<file path="config.mk">
export PLATFORM = sky130hd
export DESIGN_NAME = mfpga_load_report_tx
export DESIGN_NICKNAME = d
export VERILOG_FILES = /design/src/rtl/mfpga_load_pkg.sv /design/src/rtl/mfpga_load_report_tx_report_frame_mux.sv /design/src/rtl/mfpga_load_report_tx.sv
export SDC_FILE = /design/constraint.sdc
export NUM_CORES = 1
export LEC_CHECK = 0
export CAP_MARGIN = 25
export CORE_MARGIN = 1
export CORE_UTILIZATION = 60
export CTS_CLUSTER_DIAMETER = 40
export DETAILED_ROUTE_END_ITERATION = 10
export PLACE_DENSITY = 0.86
export RECOVER_POWER = 100
export SKIP_CTS_REPAIR_TIMING = 1
export SLEW_MARGIN = 15
export SYNTH_ARGS = -nofsm -noshare
export SYNTH_HDL_FRONTEND = slang
export SYNTH_HIERARCHICAL = 1
export SYNTH_SLANG_ARGS = --single-unit
export TNS_END_PERCENT = 10
</file>
<file path="constraint.sdc">
create_clock -name clk -period 7.5 [get_ports clk]
set_input_delay 1.125 -clock clk [delete_from_list [all_inputs] [get_ports clk]]
set_output_delay 1.125 -clock clk [all_outputs]
set_load 0.01 [all_outputs]
</file>
<file path="src/rtl/mfpga_load_pkg.sv">
// Shared constants, frame fields and FSM encoding for the slave-FPGA load
// report path (transmit side and the receive-side config controller).
package mfpga_load_pkg;

  localparam logic [7:0]  HDR_BYTE0     = 8'h55;
  localparam logic [7:0]  HDR_BYTE1     = 8'hAA;
  localparam logic [7:0]  TYPE_STATUS   = 8'h01;
  localparam logic [7:0]  TYPE_LOSS     = 8'h02;
  localparam logic [7:0]  LOSS_CODE     = 8'hEE;
  localparam logic [15:0] FRAME_LEN     = 16'd11;
  localparam logic [15:0] PAYLOAD_LEN   = 16'd4;
  localparam logic [3:0]  LAST_BYTE_IDX = 4'd10;

  typedef enum logic [1:0] {
    ST_IDLE = 2'd0,
    ST_REQ  = 2'd1,
    ST_SEND = 2'd2,
    ST_DONE = 2'd3
  } load_state_e;

  typedef struct packed {
    logic [7:0]  frame_type;
    logic [7:0]  code;
    logic [15:0] pkg_total;
  } frame_fields_t;

  typedef struct packed {
    logic        pending;
    logic [7:0]  code;
    logic [15:0] pkg_total;
  } event_slot_t;

endpackage

</file>
<file path="src/rtl/mfpga_load_report_tx_report_frame_mux.sv">
// Combinational byte selector for the 11-byte load report frame; the
// checksum is the XOR of bytes 2-9 rebuilt from the latched fields.
module report_frame_mux
  import mfpga_load_pkg::*;
#(
  parameter logic [15:0] CMD_ID = 16'hA5C1
) (
  input  logic [3:0]    byte_idx_i,
  input  frame_fields_t fields_i,
  output logic [7:0]    byte_o
);

  logic [7:0] checksum;

  always_comb begin
    checksum = CMD_ID[15:8] ^ CMD_ID[7:0] ^ PAYLOAD_LEN[15:8] ^ PAYLOAD_LEN[7:0] ^
               fields_i.frame_type ^ fields_i.code ^
               fields_i.pkg_total[15:8] ^ fields_i.pkg_total[7:0];
    byte_o = 8'h00;
    case (byte_idx_i)
      4'd0:    byte_o = HDR_BYTE0;
      4'd1:    byte_o = HDR_BYTE1;
      4'd2:    byte_o = CMD_ID[15:8];
      4'd3:    byte_o = CMD_ID[7:0];
      4'd4:    byte_o = PAYLOAD_LEN[15:8];
      4'd5:    byte_o = PAYLOAD_LEN[7:0];
      4'd6:    byte_o = fields_i.frame_type;
      4'd7:    byte_o = fields_i.code;
      4'd8:    byte_o = fields_i.pkg_total[15:8];
      4'd9:    byte_o = fields_i.pkg_total[7:0];
      4'd10:   byte_o = checksum;
      default: byte_o = 8'h00;
    endcase
  end

endmodule

</file>
<file path="src/rtl/mfpga_load_report_tx.sv">
// Turns load-loss / load-status pulses into 11-byte UDP report frames and
// streams them to the UDP transmit engine via req/ack then valid/ready.
module mfpga_load_report_tx
  import mfpga_load_pkg::*;
#(
  parameter logic [15:0] CMD_ID      = 16'hA5C1,
  parameter logic [15:0] ACK_TIMEOUT = 16'd65535
) (
  input  logic        clk,
  input  logic        rst,
  input  logic        load_loss_i,
  input  logic [8:0]  load_status_i,
  input  logic [15:0] pkg_total_i,
  output logic        udp_tx_req_o,
  input  logic        udp_tx_ack_i,
  output logic [15:0] udp_tx_len_o,
  output logic [7:0]  udp_tx_data_o,
  output logic        udp_tx_vld_o,
  input  logic        udp_tx_rdy_i,
  output logic        busy_o,
  output logic [7:0]  drop_cnt_o
);

  load_state_e   state_q, state_d;
  logic [3:0]    byte_idx_q, byte_idx_d;
  logic [15:0]   tmo_cnt_q, tmo_cnt_d;
  logic [7:0]    drop_cnt_q, drop_cnt_d;
  event_slot_t   loss_slot_q, loss_slot_d;
  event_slot_t   stat_slot_q, stat_slot_d;
  frame_fields_t frame_q, frame_d;

  logic       loss_clr, stat_clr;
  logic       tmo_drop, loss_ovr, stat_ovr;
  logic [1:0] drop_inc;
  logic [8:0] drop_sum;
  logic [7:0] mux_byte;

  report_frame_mux #(.CMD_ID(CMD_ID)) u_frame_mux (
    .byte_idx_i (byte_idx_q),
    .fields_i   (frame_q),
    .byte_o     (mux_byte)
  );

  always_comb begin
    state_d     = state_q;
    byte_idx_d  = byte_idx_q;
    tmo_cnt_d   = tmo_cnt_q;
    frame_d     = frame_q;
    loss_slot_d = loss_slot_q;
    stat_slot_d = stat_slot_q;
    loss_clr    = 1'b0;
    stat_clr    = 1'b0;
    tmo_drop    = 1'b0;

    case (state_q)
      ST_IDLE: begin
        if (loss_slot_q.pending) begin
          frame_d   = '{frame_type: TYPE_LOSS, code: loss_slot_q.code,
                        pkg_total: loss_slot_q.pkg_total};
          loss_clr  = 1'b1;
          tmo_cnt_d = 16'd0;
          state_d   = ST_REQ;
        end else if (stat_slot_q.pending) begin
          frame_d   = '{frame_type: TYPE_STATUS, code: stat_slot_q.code,
                        pkg_total: stat_slot_q.pkg_total};
          stat_clr  = 1'b1;
          tmo_cnt_d = 16'd0;
          state_d   = ST_REQ;
        end
      end
      ST_REQ: begin
        if (udp_tx_ack_i) begin
          byte_idx_d = 4'd0;
          state_d    = ST_SEND;
        end else if (tmo_cnt_q >= ACK_TIMEOUT) begin
          tmo_drop = 1'b1;
          state_d  = ST_IDLE;
        end else begin
          tmo_cnt_d = tmo_cnt_q + 16'd1;
        end
      end
      ST_SEND: begin
        if (udp_tx_rdy_i) begin
          if (byte_idx_q == LAST_BYTE_IDX) begin
            state_d = ST_DONE;
          end else begin
            byte_idx_d = byte_idx_q + 4'd1;
          end
        end
      end
      ST_DONE: state_d = ST_IDLE;
      default: state_d = ST_IDLE;
    endcase

    // A slot taken for a frame this cycle is not an overrun; a set in the
    // same cycle as the clear wins so the new event is not lost.
    loss_ovr = load_loss_i && loss_slot_q.pending && !loss_clr;
    stat_ovr = load_status_i[8] && stat_slot_q.pending && !stat_clr;
    if (loss_clr) loss_slot_d.pending = 1'b0;
    if (stat_clr) stat_slot_d.pending = 1'b0;
    if (load_loss_i) begin
      loss_slot_d = '{pending: 1'b1, code: LOSS_CODE, pkg_total: pkg_total_i};
    end
    if (load_status_i[8]) begin
      stat_slot_d = '{pending: 1'b1, code: load_status_i[7:0], pkg_total: pkg_total_i};
    end

    drop_inc   = 2'(tmo_drop) + 2'(loss_ovr) + 2'(stat_ovr);
    drop_sum   = {1'b0, drop_cnt_q} + {7'd0, drop_inc};
    drop_cnt_d = drop_sum[8] ? 8'hFF : drop_sum[7:0];
  end

  always_ff @(posedge clk) begin
    if (rst) begin
      state_q     <= ST_IDLE;
      byte_idx_q  <= 4'd0;
      tmo_cnt_q   <= 16'd0;
      drop_cnt_q  <= 8'd0;
      loss_slot_q <= '0;
      stat_slot_q <= '0;
      frame_q     <= '0;
    end else begin
      state_q     <= state_d;
      byte_idx_q  <= byte_idx_d;
      tmo_cnt_q   <= tmo_cnt_d;
      drop_cnt_q  <= drop_cnt_d;
      loss_slot_q <= loss_slot_d;
      stat_slot_q <= stat_slot_d;
      frame_q     <= frame_d;
    end
  end

  assign udp_tx_req_o  = (state_q == ST_REQ);
  assign udp_tx_vld_o  = (state_q == ST_SEND);
  assign udp_tx_data_o = udp_tx_vld_o ? mux_byte : 8'h00;
  assign udp_tx_len_o  = FRAME_LEN;
  assign busy_o        = (state_q != ST_IDLE) || loss_slot_q.pending || stat_slot_q.pending;
  assign drop_cnt_o    = drop_cnt_q;

endmodule

</file>
# Yosys cells after proc, flatten, opt, wreduce, memory -nomap -nowiden
# Cells that the tools add are included.
[totals]
reg_bits = 105
input_bits = 30
elab_cells = 96
[classes]
addsub = 5
order_cmp = 1
n_eq_ne = 20
mux = 33
bitwise = 4
reduce_logical = 20
[ops]
columns = ["operator", "n"]
rows = [
  ["8-bit case mux with 10 select lines", 1],
  ["16-bit two-way mux", 4],
  ["32-bit two-way mux", 2],
  ["25-bit two-way mux", 2],
  ["16-bit case mux with 2 select lines", 1],
  ["8-bit bitwise XOR", 3],
  ["16-bit by 1-bit adder with 16-bit output, second input constant", 1],
  ["16-bit greater-or-equal comparator, second input constant", 1],
  ["8-bit two-way mux", 2],
  ["4-bit by 3-bit == test with 1-bit output, second input constant", 3],
  ["4-bit == test, second input constant", 3],
  ["2-bit two-way mux", 6],
  ["4-bit two-way mux", 3],
  ["4-bit AND reduction", 3],
  ["2-bit nonzero test", 6],
  ["1-bit two-way mux", 10],
  ["8-bit by 2-bit adder with 9-bit output", 1],
  ["4-bit by 2-bit == test with 1-bit output, second input constant", 2],
  ["2-bit case mux with 4 select lines", 1],
  ["4-bit case mux with 2 select lines", 1],
  ["2-bit by 1-bit != test with 1-bit output, second input constant", 3],
  ["2-bit != test, second input constant", 3],
  ["4-bit by 1-bit adder with 4-bit output, second input constant", 1],
  ["2-bit == test, second input constant", 2],
  ["other kinds (13)", 18],
]

# Logic depth before layout (Yosys ltp)
[logic_depth]
ltp_word = 8
mapped_depth = 15
depth_no_buf = 12

# By module
# The synthesis kept the hierarchy.
[modules_own_cells]
columns = ["mod", "n_inst", "cells_per_inst", "area_each_um2"]
rows = [
  ["mfpga_load_report_tx", 1, 485, 4451.8],
  ["report_frame_mux", 1, 86, 630.6],
]

# Least setup slack after synthesis
# OpenSTA, ideal clock, no wires.
[synth_path]
path_type = "input -> register"
start = "input port load_status_i[8]"
end = "register drop_cnt_q[7] (netlist: drop_cnt_o[7])"
setup_time_ns = 0.132
arrival_ns = 3.476
t_required_ns = 7.368
setup_slack_ns = 3.893
stages = 11
cell_sequence = "clkbuf_1 buf_2 nand3_1 fa_1 inv_1 ha_1 fa_1 nand2_1 nor2_1 nor4bb_1 nor3_1"
[synth_via]
elab_chain_cells = 5
[synth_rtl]
columns = ["item", "line", "rtl"]
rows = [
  ["from (decl)", "mfpga_load_report_tx.sv:12", "input logic [8:0] load_status_i,"],
  ["1-bit logical AND (2 in a row)", "mfpga_load_report_tx.sv:98", "stat_ovr = load_status_i[8] && stat_slot_q.pending && !stat_clr;"],
  ["2-bit by 1-bit adder with 2-bit output", "mfpga_load_report_tx.sv:108", "drop_inc = 2'(tmo_drop) + 2'(loss_ovr) + 2'(stat_ovr);"],
  ["8-bit by 2-bit adder with 9-bit output", "mfpga_load_report_tx.sv:109", "drop_sum = {1'b0, drop_cnt_q} + {7'd0, drop_inc};"],
  ["8-bit two-way mux", "mfpga_load_report_tx.sv:110", "drop_cnt_d = drop_sum[8] ? 8'hFF : drop_sum[7:0];"],
  ["to (signal assigned)", "mfpga_load_report_tx.sv:126", "drop_cnt_q <= drop_cnt_d;"],
  ["to (decl)", "mfpga_load_report_tx.sv:27", "logic [7:0] drop_cnt_q, drop_cnt_d;"],
]
# Every way passes these cells.
# A chain may end at the register's enable or synchronous reset.

==> impl_metrics.tcl <==
set metrics [dict create \
    grt_pass1_wl_um 18510 \
    irDropWorstVdd_mv 0.1761 \
    grt_antenna_before_repair 0 \
    drc_errors 0 \
    core-area_mm2 0.008217 \
    hold_depth 2 \
    cp_max_fo 96 \
    reg2reg_setup_slack_ns 3.70 \
    fill_cells 655 \
    ys_seq_area_frac 0.3900 \
    register_area_mm2 0.001982 \
    cts-root-buf "clkbuf_8" \
    synth.area.top_cells "dfxtp_1 (39%), mux2i_1 (13%), nor2_1 (6.5%), a211oi_1 (4.4%), xnor2_1 (3.3%)" \
    overflow 0 \
    synthFlopType "dfxtp_1" \
    syn_inst 571 \
    dp_hpwl_um 7600 \
    hold_class "register to register" \
    pin_count 65 \
    drive_gt1_frac 0.05383 \
    wl_um 10990 \
    io_buffers 48 \
    worst_r2r_endpoint "drop_cnt_o[7]" \
    antennaDiodeCount 0 \
    rows 33 \
    min_period_ns 4.867 \
    power_mw 1.187 \
    dr_total_vias 4208 \
    cp-start-kind "input port" \
    arrival_ns 5.11 \
    required_ns 7.74 \
    worst-setup-path-type "input port to register" \
    slew_headroom -1.700 \
    critPathCaptureType "register" \
    synth.top_cell.area_share 0.3900 \
    cts_sinks 99 \
    worstSkewPairLatency_ns 0.38 \
    max_slew.worst_pin.slew_ns 4.049 \
    synth_seq_cells 99 \
    path_clk_slew_ns 0.11 \
    grt_usage 0.2677 \
    holdPathEnd "stat_slot_q[13]" \
    nets 645 \
    drt_first_pass_iters 5 \
    leakagePower_nw 2.262 \
    setup_viol 0 \
    synth_cell_type_count 63 \
    die_y_um 94.04 \
    yosys.area.top_type "dfxtp_1" \
    synth_edf_count 0 \
    dieArea_mm2 0.008843 \
    fin_setup_tns_ns 0 \
    ant_nets 0 \
    slew_viol_final 97 \
    synth_area_mm2 0.005082 \
    period_share 0.6490 \
    grt_pass1_vias 4004 \
    start_util 0.6185 \
    drt_iter0_drc 244 \
    cts_max_level 3 \
    powerDensity_mw_per_mm2 207.2 \
    cts_buffers 9 \
    synthArstFlopShare 0 \
    wl_per_cell_um 15.31 \
    grt_max_degree 97 \
    synthToLayoutAreaGrowth_pct 12.65 \
    clock_skew_ns 0.01324 \
    die_w_um 94.04 \
    worstHoldStart "stat_slot_q[13]" \
    rsz0062_at_grt "false" \
    cap_violations 1 \
    cts_tree "built" \
    vias_per_cell 5.861 \
    hold_viol_final 0 \
    violations "capacitance limit, slew limit" \
    reg2reg_depth 12 \
    fmax_mhz 205.5 \
    routabilityCongestion 0.8361 \
    timing.rr.start "state_q[0]" \
    multiInputGateArea_mm2 0.002856 \
    place_area_mm2 0.005539 \
    yosys_warnings 6 \
    run_status "complete, but fails checks" \
    stdcell_area_mm2 0.005725 \
    cts_buffer_depth 2 \
    avgSynthCellArea_um2 8.901 \
]
-- sequential cells by signal, summed over array words and instances, names as in the netlist, named ones only --
register,count
frame_q,26
stat_slot_q,25
loss_slot_q,18
tmo_cnt_q,16
drop_cnt_o,8
byte_idx_q,4
state_q,1
-- layout make-up --
type,instances,area share
clock inverters,7,0.01420
flip-flops and latches,99,0.3462
well taps,105,0.02295
clock buffers,9,0.02163
repair buffers,53,0.08894
multi-input cells,434,0.4989
inverters,11,0.007212
-- how the worst max path moves through the flow --
stage | depth (start not counted) | slack, ns | to | from
3_5_place_dp | 11 | 3.31 | drop_cnt_o[7] | udp_tx_ack_i
4_1_cts | 6 | 3.35 | udp_tx_data_o[7] | byte_idx_q[0]
2_1_floorplan | 11 | 3.89 | drop_cnt_o[7] | load_status_i[8]
6_report | 7 | 2.63 | tmo_cnt_q[9] | rst
5_1_grt | 7 | 2.28 | tmo_cnt_q[13] | rst
3_3_place_gp | 11 | 3.39 | drop_cnt_o[7] | udp_tx_ack_i
-- routing by layer --
| metal | global-route usage | vias to the layer above | wire, um |
|---|---|---|---|
| li1 | - | 2077 | - |
| met1 | 0.3407 | 2005 | 4932 |
| met2 | 0.4495 | 116 | 5465 |
| met3 | 0.06230 | 10 | 483 |
| met4 | 0.07821 | 0 | 112 |
| met5 | 0 | - | 0 |
-- placed cells by master (no fill, tap or decap), types with 5 or more instances in the layout --
cell and n:
conb_1 28, nand2_1 21, o21ai_0 10, nor2_1 88, clkdlybuf4s50_1 30, a22oi_1 6, a211oi_1 30, clkbuf_8 9
dlygate4sd3_1 17, dfxtp_1 99, ha_1 5, or3_1 5, xnor2_1 19, xor2_1 11, nor3_1 11, a21oi_1 26
and2_1 9, mux2i_1 64, nand3_1 12, a31oi_1 11, nand4_1 12, inv_1 10
-- critical path, stage by stage --
cell      delay (ns)
buf_2           0.07
clkbuf_1        2.82
inv_1           0.50
nand2_1         0.27
nor2_1          0.07
mux2i_1         0.14
o21ai_0         0.10
-- where the power goes --
| part | internal [mW] | total (mW) | switching [mW] |
|---|---|---|---|
| logic | 0.108 | 0.235 | 0.128 |
| registers | 0.562 | 0.604 | 0.0420 |
| clock network | 0.133 | 0.347 | 0.214 |
| total | 0.803 | 1.19 | 0.383 |
-- cell usage after synthesis (4+ instances only) --
library cell  instances
dfxtp_1              99
nor2_1               88
mux2i_1              64
a211oi_1             30
a21oi_1              26
nand2_1              21
xnor2_1              19
buf_4                16
clkbuf_1             16
buf_2                15
nand3_1              12
nand4_1              12
a31oi_1              11
nor3_1               11
xor2_1               11
and2_1               10
inv_1                10
o21ai_0              10
a22oi_1               6
buf_1                 5
ha_1                  5
or3_1                 5
a221o_1               4
a32oi_1               4
nand2b_1              4
-- per-stage QoR --
stage	worst slack, ns	util	instances	hold WS [ns]
floorplan	3.893	-	597	0.4596
global placement	3.395	0.6741	702	0.4718
detailed placement	3.313	0.6741	702	0.4840
CTS	3.353	0.6991	718	0.5115
global route	2.277	0.6968	718	0.5217
finish	2.633	0.6968	718	0.5087
-- kinds of logic (layout without fill, tap and decap cells) --
| group | Yosys count | in the layout | share of synthesized area |
|---|---|---|---|
| flip-flops | 99 | 99 | 0.3900 |
| AO/OA/AOI/OAI | 113 | 113 | 0.1546 |
| adder cells (fa/ha/maj) | 7 | 7 | 0.02019 |
| buffers and inverters | 64 | 80 | 0.06426 |
| AND/OR/NAND/NOR | 190 | 190 | 0.1874 |
| other | 2 | 28 | 0.001478 |
| multiplexers | 66 | 66 | 0.1305 |
| XOR/XNOR | 30 | 30 | 0.05170 |
Power figures use the tool's default switching activity.
